File: src/rtl/rcpu_irq_ctrl_if.sv
// Register-port and single-interrupt signals between the interrupt controller and the RCPU core/bus.
// The slave modport is the controller's view; master is the core/bus side.
interface rcpu_irq_ctrl_if #(
  parameter int M = 16,
  parameter int N = 32
);
  logic         regWE;
  logic [2:0]   regAddr;
  logic [M-1:0] regWData;
  logic [M-1:0] regRData;
  logic         irq;
  logic [N-1:0] intAddr;
  logic [M-1:0] intData;
  logic         turnOffIRQ;

  modport master (
    output regWE, regAddr, regWData, turnOffIRQ,
    input  regRData, irq, intAddr, intData
  );

  modport slave (
    input  regWE, regAddr, regWData, turnOffIRQ,
    output regRData, irq, intAddr, intData
  );
endinterface

File: src/rtl/rcpu_irq_ctrl.sv
// Multi-channel interrupt controller for the RCPU single-interrupt interface:
// edge/level capture, masking, lowest-index priority and vector address generation.
module rcpu_irq_ctrl #(
  parameter int CHANNELS     = 8,
  parameter int M            = 16,
  parameter int N            = 32,
  parameter int VECTOR_SHIFT = 2
) (
  input  logic                clk,
  input  logic                rst,
  input  logic [CHANNELS-1:0] req,
  rcpu_irq_ctrl_if.slave      bus
);

  localparam logic [2:0] REG_CTRL    = 3'd0;
  localparam logic [2:0] REG_MASK    = 3'd1;
  localparam logic [2:0] REG_MODE    = 3'd2;
  localparam logic [2:0] REG_PENDING = 3'd3;
  localparam logic [2:0] REG_BASE_HI = 3'd4;
  localparam logic [2:0] REG_BASE_LO = 3'd5;
  localparam logic [2:0] REG_STATUS  = 3'd6;

  typedef enum logic [1:0] {
    ST_IDLE    = 2'd0,
    ST_ASSERT  = 2'd1,
    ST_HOLDOFF = 2'd2
  } state_t;

  state_t              state_r;
  logic                ctrl_en_r;
  logic [CHANNELS-1:0] mask_r;
  logic [CHANNELS-1:0] mode_r;
  logic [CHANNELS-1:0] pending_r;
  logic [CHANNELS-1:0] prev_req_r;
  logic [M-1:0]        base_hi_r;
  logic [M-1:0]        base_lo_r;
  logic [3:0]          active_r;
  logic                irq_r;
  logic [N-1:0]        int_addr_r;
  logic [M-1:0]        int_data_r;

  logic [CHANNELS-1:0] edge_s;
  logic [CHANNELS-1:0] w1c_s;
  logic [CHANNELS-1:0] ack_clr_s;
  logic [CHANNELS-1:0] pending_next_s;
  logic [CHANNELS-1:0] eligible_s;
  logic [3:0]          winner_s;
  logic [N-1:0]        base_s;
  logic [N-1:0]        vec_addr_s;
  logic [M-1:0]        status_s;
  logic [M-1:0]        rdata_s;

  assign edge_s     = req & ~prev_req_r;
  assign base_s     = N'({base_hi_r, base_lo_r});
  assign vec_addr_s = base_s + (N'(winner_s) << VECTOR_SHIFT);

  // Clear sources for edge-mode pending bits: software write-1-clear and core acknowledge
  always_comb begin
    w1c_s     = '0;
    ack_clr_s = '0;
    if (bus.regWE && (bus.regAddr == REG_PENDING)) begin
      w1c_s = bus.regWData[CHANNELS-1:0];
    end else begin
      w1c_s = '0;
    end
    for (int i = 0; i < CHANNELS; i++) begin
      ack_clr_s[i] = (state_r == ST_ASSERT) && bus.turnOffIRQ && (active_r == 4'(i));
    end
  end

  // Next pending: a new edge always wins over a same-cycle clear; level bits track req
  always_comb begin
    pending_next_s = '0;
    for (int i = 0; i < CHANNELS; i++) begin
      if (mode_r[i]) begin
        pending_next_s[i] = (pending_r[i] & ~w1c_s[i] & ~ack_clr_s[i]) | edge_s[i];
      end else begin
        pending_next_s[i] = req[i];
      end
    end
  end

  // Eligible set and lowest-index winner
  always_comb begin
    eligible_s = '0;
    winner_s   = 4'd0;
    if (ctrl_en_r) begin
      eligible_s = pending_r & mask_r;
    end else begin
      eligible_s = '0;
    end
    for (int i = CHANNELS - 1; i >= 0; i--) begin
      if (eligible_s[i]) begin
        winner_s = 4'(i);
      end else begin
        winner_s = winner_s;
      end
    end
  end

  // Register read mux, combinational from regAddr
  always_comb begin
    status_s     = '0;
    status_s[15] = (state_r != ST_IDLE);
    status_s[3:0] = active_r;
    rdata_s      = '0;
    case (bus.regAddr)
      REG_CTRL:    rdata_s = M'(ctrl_en_r);
      REG_MASK:    rdata_s = M'(mask_r);
      REG_MODE:    rdata_s = M'(mode_r);
      REG_PENDING: rdata_s = M'(pending_r);
      REG_BASE_HI: rdata_s = base_hi_r;
      REG_BASE_LO: rdata_s = base_lo_r;
      REG_STATUS:  rdata_s = status_s;
      default:     rdata_s = '0;
    endcase
  end

  // Software-visible configuration registers and request capture
  always_ff @(posedge clk) begin
    if (rst) begin
      ctrl_en_r  <= 1'b0;
      mask_r     <= '0;
      mode_r     <= '1;
      base_hi_r  <= '0;
      base_lo_r  <= '0;
      pending_r  <= '0;
      prev_req_r <= '0;
    end else begin
      pending_r  <= pending_next_s;
      prev_req_r <= req;
      if (bus.regWE) begin
        case (bus.regAddr)
          REG_CTRL:    ctrl_en_r <= bus.regWData[0];
          REG_MASK:    mask_r    <= bus.regWData[CHANNELS-1:0];
          REG_MODE:    mode_r    <= bus.regWData[CHANNELS-1:0];
          REG_BASE_HI: base_hi_r <= bus.regWData;
          REG_BASE_LO: base_lo_r <= bus.regWData;
          default:     ;
        endcase
      end
    end
  end

  // Delivery FSM; outputs are registered alongside the state so they are glitch-free
  always_ff @(posedge clk) begin
    if (rst) begin
      state_r    <= ST_IDLE;
      active_r   <= 4'd0;
      irq_r      <= 1'b0;
      int_addr_r <= '0;
      int_data_r <= '0;
    end else begin
      case (state_r)
        ST_IDLE: begin
          if (|eligible_s) begin
            state_r    <= ST_ASSERT;
            active_r   <= winner_s;
            irq_r      <= 1'b1;
            int_addr_r <= vec_addr_s;
            int_data_r <= M'(winner_s);
          end
        end
        ST_ASSERT: begin
          if (bus.turnOffIRQ) begin
            state_r    <= ST_HOLDOFF;
            irq_r      <= 1'b0;
            int_addr_r <= '0;
            int_data_r <= '0;
          end
        end
        ST_HOLDOFF: state_r <= ST_IDLE;
        default: begin
          state_r    <= ST_IDLE;
          irq_r      <= 1'b0;
          int_addr_r <= '0;
          int_data_r <= '0;
        end
      endcase
    end
  end

  assign bus.regRData = rdata_s;
  assign bus.irq      = irq_r;
  assign bus.intAddr  = int_addr_r;
  assign bus.intData  = int_data_r;

endmodule

File: src/flat_wrapper.sv
// flat-port wrapper written by rule: the top's interface ports become plain ports
module rcpu_irq_ctrl_flat 
#(
  parameter int CHANNELS     = 8,
  parameter int M            = 16,
  parameter int N            = 32,
  parameter int VECTOR_SHIFT = 2
)
  (clk, rst, req, bus_regWE, bus_regAddr, bus_regWData, bus_turnOffIRQ, bus_regRData, bus_irq, bus_intAddr, bus_intData);
  rcpu_irq_ctrl_if #(.M(M), .N(N)) bus_i ();
  input  logic clk;
  input  logic rst;
  input  logic [CHANNELS-1:0] req;
  input wire logic [$bits(bus_i.regWE)-1:0] bus_regWE;
  input wire logic [$bits(bus_i.regAddr)-1:0] bus_regAddr;
  input wire logic [$bits(bus_i.regWData)-1:0] bus_regWData;
  input wire logic [$bits(bus_i.turnOffIRQ)-1:0] bus_turnOffIRQ;
  output wire logic [$bits(bus_i.regRData)-1:0] bus_regRData;
  output wire logic [$bits(bus_i.irq)-1:0] bus_irq;
  output wire logic [$bits(bus_i.intAddr)-1:0] bus_intAddr;
  output wire logic [$bits(bus_i.intData)-1:0] bus_intData;
  assign bus_i.regWE = bus_regWE;
  assign bus_i.regAddr = bus_regAddr;
  assign bus_i.regWData = bus_regWData;
  assign bus_i.turnOffIRQ = bus_turnOffIRQ;
  assign bus_regRData = bus_i.regRData;
  assign bus_irq = bus_i.irq;
  assign bus_intAddr = bus_i.intAddr;
  assign bus_intData = bus_i.intData;
  rcpu_irq_ctrl #(.CHANNELS(CHANNELS), .M(M), .N(N), .VECTOR_SHIFT(VECTOR_SHIFT)) u_core (.clk(clk), .rst(rst), .req(req), .bus(bus_i));
endmodule
File: config.mk
export PLATFORM = sky130hd
export DESIGN_NAME = rcpu_irq_ctrl_flat
export DESIGN_NICKNAME = d
export VERILOG_FILES = /design/src/rtl/rcpu_irq_ctrl_if.sv /design/src/rtl/rcpu_irq_ctrl.sv /design/src/flat_wrapper.sv
export SDC_FILE = /design/constraint.sdc
export NUM_CORES = 1
export LEC_CHECK = 0
export CAP_MARGIN = 5
export CELL_PAD_IN_SITES_DETAIL_PLACEMENT = 0
export CELL_PAD_IN_SITES_GLOBAL_PLACEMENT = 1
export CORE_MARGIN = 3
export CORE_UTILIZATION = 35
export DETAILED_ROUTE_END_ITERATION = 10
export PLACE_DENSITY_LB_ADDON = 0.1
export SLEW_MARGIN = 20
export SYNTH_ARGS = -nofsm -noshare
export SYNTH_HDL_FRONTEND = slang
export SYNTH_SLANG_ARGS = --single-unit
File: constraint.sdc
create_clock -name clk -period 4.45 [get_ports clk]
set_clock_uncertainty 0.05 [all_clocks]
set_input_delay 0.445 -clock clk [delete_from_list [all_inputs] [get_ports clk]]
set_output_delay 0.445 -clock clk [all_outputs]
set_load 0.02 [all_outputs]
==> impl_metrics.tcl <==
set metrics [dict create \
    status "completed" \
    netlist_instances 624 \
    worstSkewPairLatency_ns 0.36 \
    num_antenna_cells 0 \
    tightest_slew_ns 0.975 \
    vias 4541 \
    synth_compound_area_frac 0.170 \
    finalPower_mw 1.96 \
    path_class "input pin to output pin" \
    viasPerCell 5.20 \
    clock.fmax_mhz 297 \
    seqPwrFrac 0.508 \
    synth_top_family_by_area "simple AND/OR/NAND/NOR gates" \
    yosys.area_share.xor_xnor 0.0448 \
    slew_viol_final 0 \
    combinationalPowerShare 0.089 \
    grt_usage 0.185 \
    cp_max_fo 17 \
    yosys.area_share.simple 0.238 \
    ys_ff_latch 106 \
    synthTopCellsByArea "dfxtp_1 (42%), nand2_1 (10%), mux2i_1 (5.9%)" \
    dieArea_um2 16000 \
    grt.overflow.total 0 \
    fin_crit_sh 0.758 \
    crit_arrival_ns 2.88 \
    fin_tns_setup_ns 0 \
    setup_slack_ns 1.08 \
    dieWidth_um 127 \
    synth_warnings 0 \
    routed_wirelength_um 14700 \
    synth.most_common_cell "nand2_1" \
    area_delta_synth_final_pct 23.5 \
    power.density_nw_per_um2 312 \
    numClockSinks 106 \
    wl_per_cell_um 16.9 \
    syn_avg_cell_area_um2 8.15 \
    synth_mux_area_frac 0.0679 \
    grt_pass1_vias 4394 \
    core_area_um2 14000 \
    postCtsSetupRepairBufs 0 \
    fin_nets 723 \
    p_int_mw 1.47 \
    place.gp.congestion 0.842 \
    startpoint_type "input pin" \
    clk_path_buf_depth 2 \
    cts-hold-fix-buffers 0 \
    synthArstFlopShare 0 \
    register_area_um2 2120 \
    netSwitchingFraction 0.248 \
    p_clk_frac 0.403 \
    grt_max_degree 48 \
    cts_resized 0 \
    mappedNetlistArea_um2 5080 \
    cts.clk_slew.worst_paths_ns 0.06 \
    die_y_um 127 \
    ios 96 \
    fillCellCount 1382 \
    drive_above_1_share 0.0504 \
    yosys.area_share.adder 0.00738 \
    multi_input_area_um2 2740 \
    maxCapViolCount 0 \
    synth_edf_count 0 \
    synthDistinctLibCells 56 \
    htreeDepth 3 \
    pre_cts_ws_ns 1.07 \
    ir_worst_vdd_mv 0.263 \
    hold_viol_final 0 \
    initial_utilization 0.362 \
    cp.required_ns 3.95 \
    p_sw_uw 486 \
    drt_iter0_drc 263 \
    min_period_ns 3.37 \
    final_antenna_net_count 0 \
    cts_tree "done" \
    root_buffer "clkbuf_16" \
    portBuffers 82 \
    firstDrtPassIters 4 \
    ys.flop_type "dfxtp_1" \
    grt_pass1_wl_um 23600 \
    hpwl_um 10900 \
    leakagePower_nw 2.18 \
    drc 0 \
    end_kind "output pin" \
    ys_seq_area_frac 0.417 \
    relSlewSlack 0.344 \
    grt_antenna_before_repair 0 \
    setup-violations-final 0 \
    cts_buffers 9 \
    synth_top_area_cell "dfxtp_1" \
    synth_top_area_share 0.417 \
    synth_commonest_cells "nand2_1 (141), dfxtp_1 (106), a21oi_1 (54)" \
    rsz0062_at_grt "no" \
    min-delay-path-class "flop to flop" \
    std_cell_rows 43 \
]
==> critical path, stage by stage <==
cell	delay, ns
clkdlybuf4s50_1	0.93
buf_4	0.35
mux2i_1	0.11
nor2_1	0.09
a21oi_1	0.05
a21oi_1	0.25
clkdlybuf4s50_1	0.65
==> cells in the final DEF, fill, tap and decap left out, drive strengths merged, types with 4 or more instances in the layout <==
cell           count
a22o               7
nand3             17
nand4             14
inv                5
a211o              8
dfxtp            106
and3               6
nand2            141
mux2i             30
conb              13
xnor2              7
o21ai             36
nor3b              4
clkdlybuf4s50     81
a211oi             5
xor2              19
buf               10
nor2b             17
clkbuf            13
nor3               9
a21oi             54
nor2              38
nand2b             5
==> logic make-up (layout without fill, tap and decap cells) <==
group           count (synthesis)  after routing
simple gates                  263            263
compound gates                138            138
flops                         106            106
buf+inv                        54            112
mux                            33             33
xor+xnor                       26             26
fa+ha+maj                       3              3
other cells                     1             13
==> registers in the layout, indices dropped and copies added (netlist names) <==
signal,count
u_core.active_r,3
u_core.base_hi_r,16
u_core.base_lo_r,16
u_core.bus.intAddr,32
u_core.bus.intData,3
u_core.bus.irq,1
u_core.ctrl_en_r,1
u_core.mask_r,8
u_core.mode_r,8
u_core.pending_r,8
u_core.prev_req_r,8
u_core.state_r,2
==> worst paths after layout <==
path | start | endpoint | slack, ns | cells after the start
setup / recovery | bus_regAddr[0] | bus_regRData[1] | 1.08 | 7
hold / removal | u_core.bus.intAddr[21]$_SDFFE_PP0P_ | u_core.bus.intAddr[21]$_SDFFE_PP0P_ | 0.40 | 2
setup reg to reg | u_core.pending_r[1]$_SDFF_PP0_ | u_core.bus.intAddr[16]$_SDFFE_PP0P_ | 1.39 | 9
hold reg to reg | u_core.bus.intAddr[21]$_SDFFE_PP0P_ | u_core.bus.intAddr[21]$_SDFFE_PP0P_ | 0.40 | 2
==> metal layers <==
metal | wire, um | GRT usage | part of all wire | up-vias
met4 | 217 | 0.0511 | 0.015 | 0
li1 | - | - | - | 2267
met5 | 0 | 0 | 0 | -
met3 | 663 | 0.0459 | 0.045 | 16
met2 | 6960 | 0.307 | 0.47 | 111
met1 | 6910 | 0.241 | 0.47 | 2147
==> power by group through the flow <==
stage | Combinational (mW) | Clock (mW) | Sequential [mW]
after floorplan | 0.116 | 0 | 1.01
after global placement | 0.172 | 0 | 1.02
after detailed placement | 0.174 | 0 | 1.02
after CTS | 0.174 | 0.810 | 0.995
after global routing | 0.190 | 0.849 | 0.999
final | 0.173 | 0.790 | 0.996
==> final cells by class <==
cell class                      count  area share
Inverter                            5     0.00299
Multi-Input combinational cell    476       0.436
Sequential cell                   106       0.338
Clock buffer                       13      0.0430
Tap cell                          180      0.0359
Timing Repair Buffer               91       0.141
Clock inverter                      3     0.00359
==> per-stage QoR <==
stage                     utilization  hold slack (ns)  area (um2)  cells
after floorplan                     -            0.393        5130    636
after global placement          0.426            0.388        5990    858
after detailed placement        0.426            0.394        5990    858
after CTS                       0.447            0.403        6280    874
after global routing            0.447            0.422        6280    874
final                           0.447            0.399        6280    874
(Power assumes the default switching activity.)
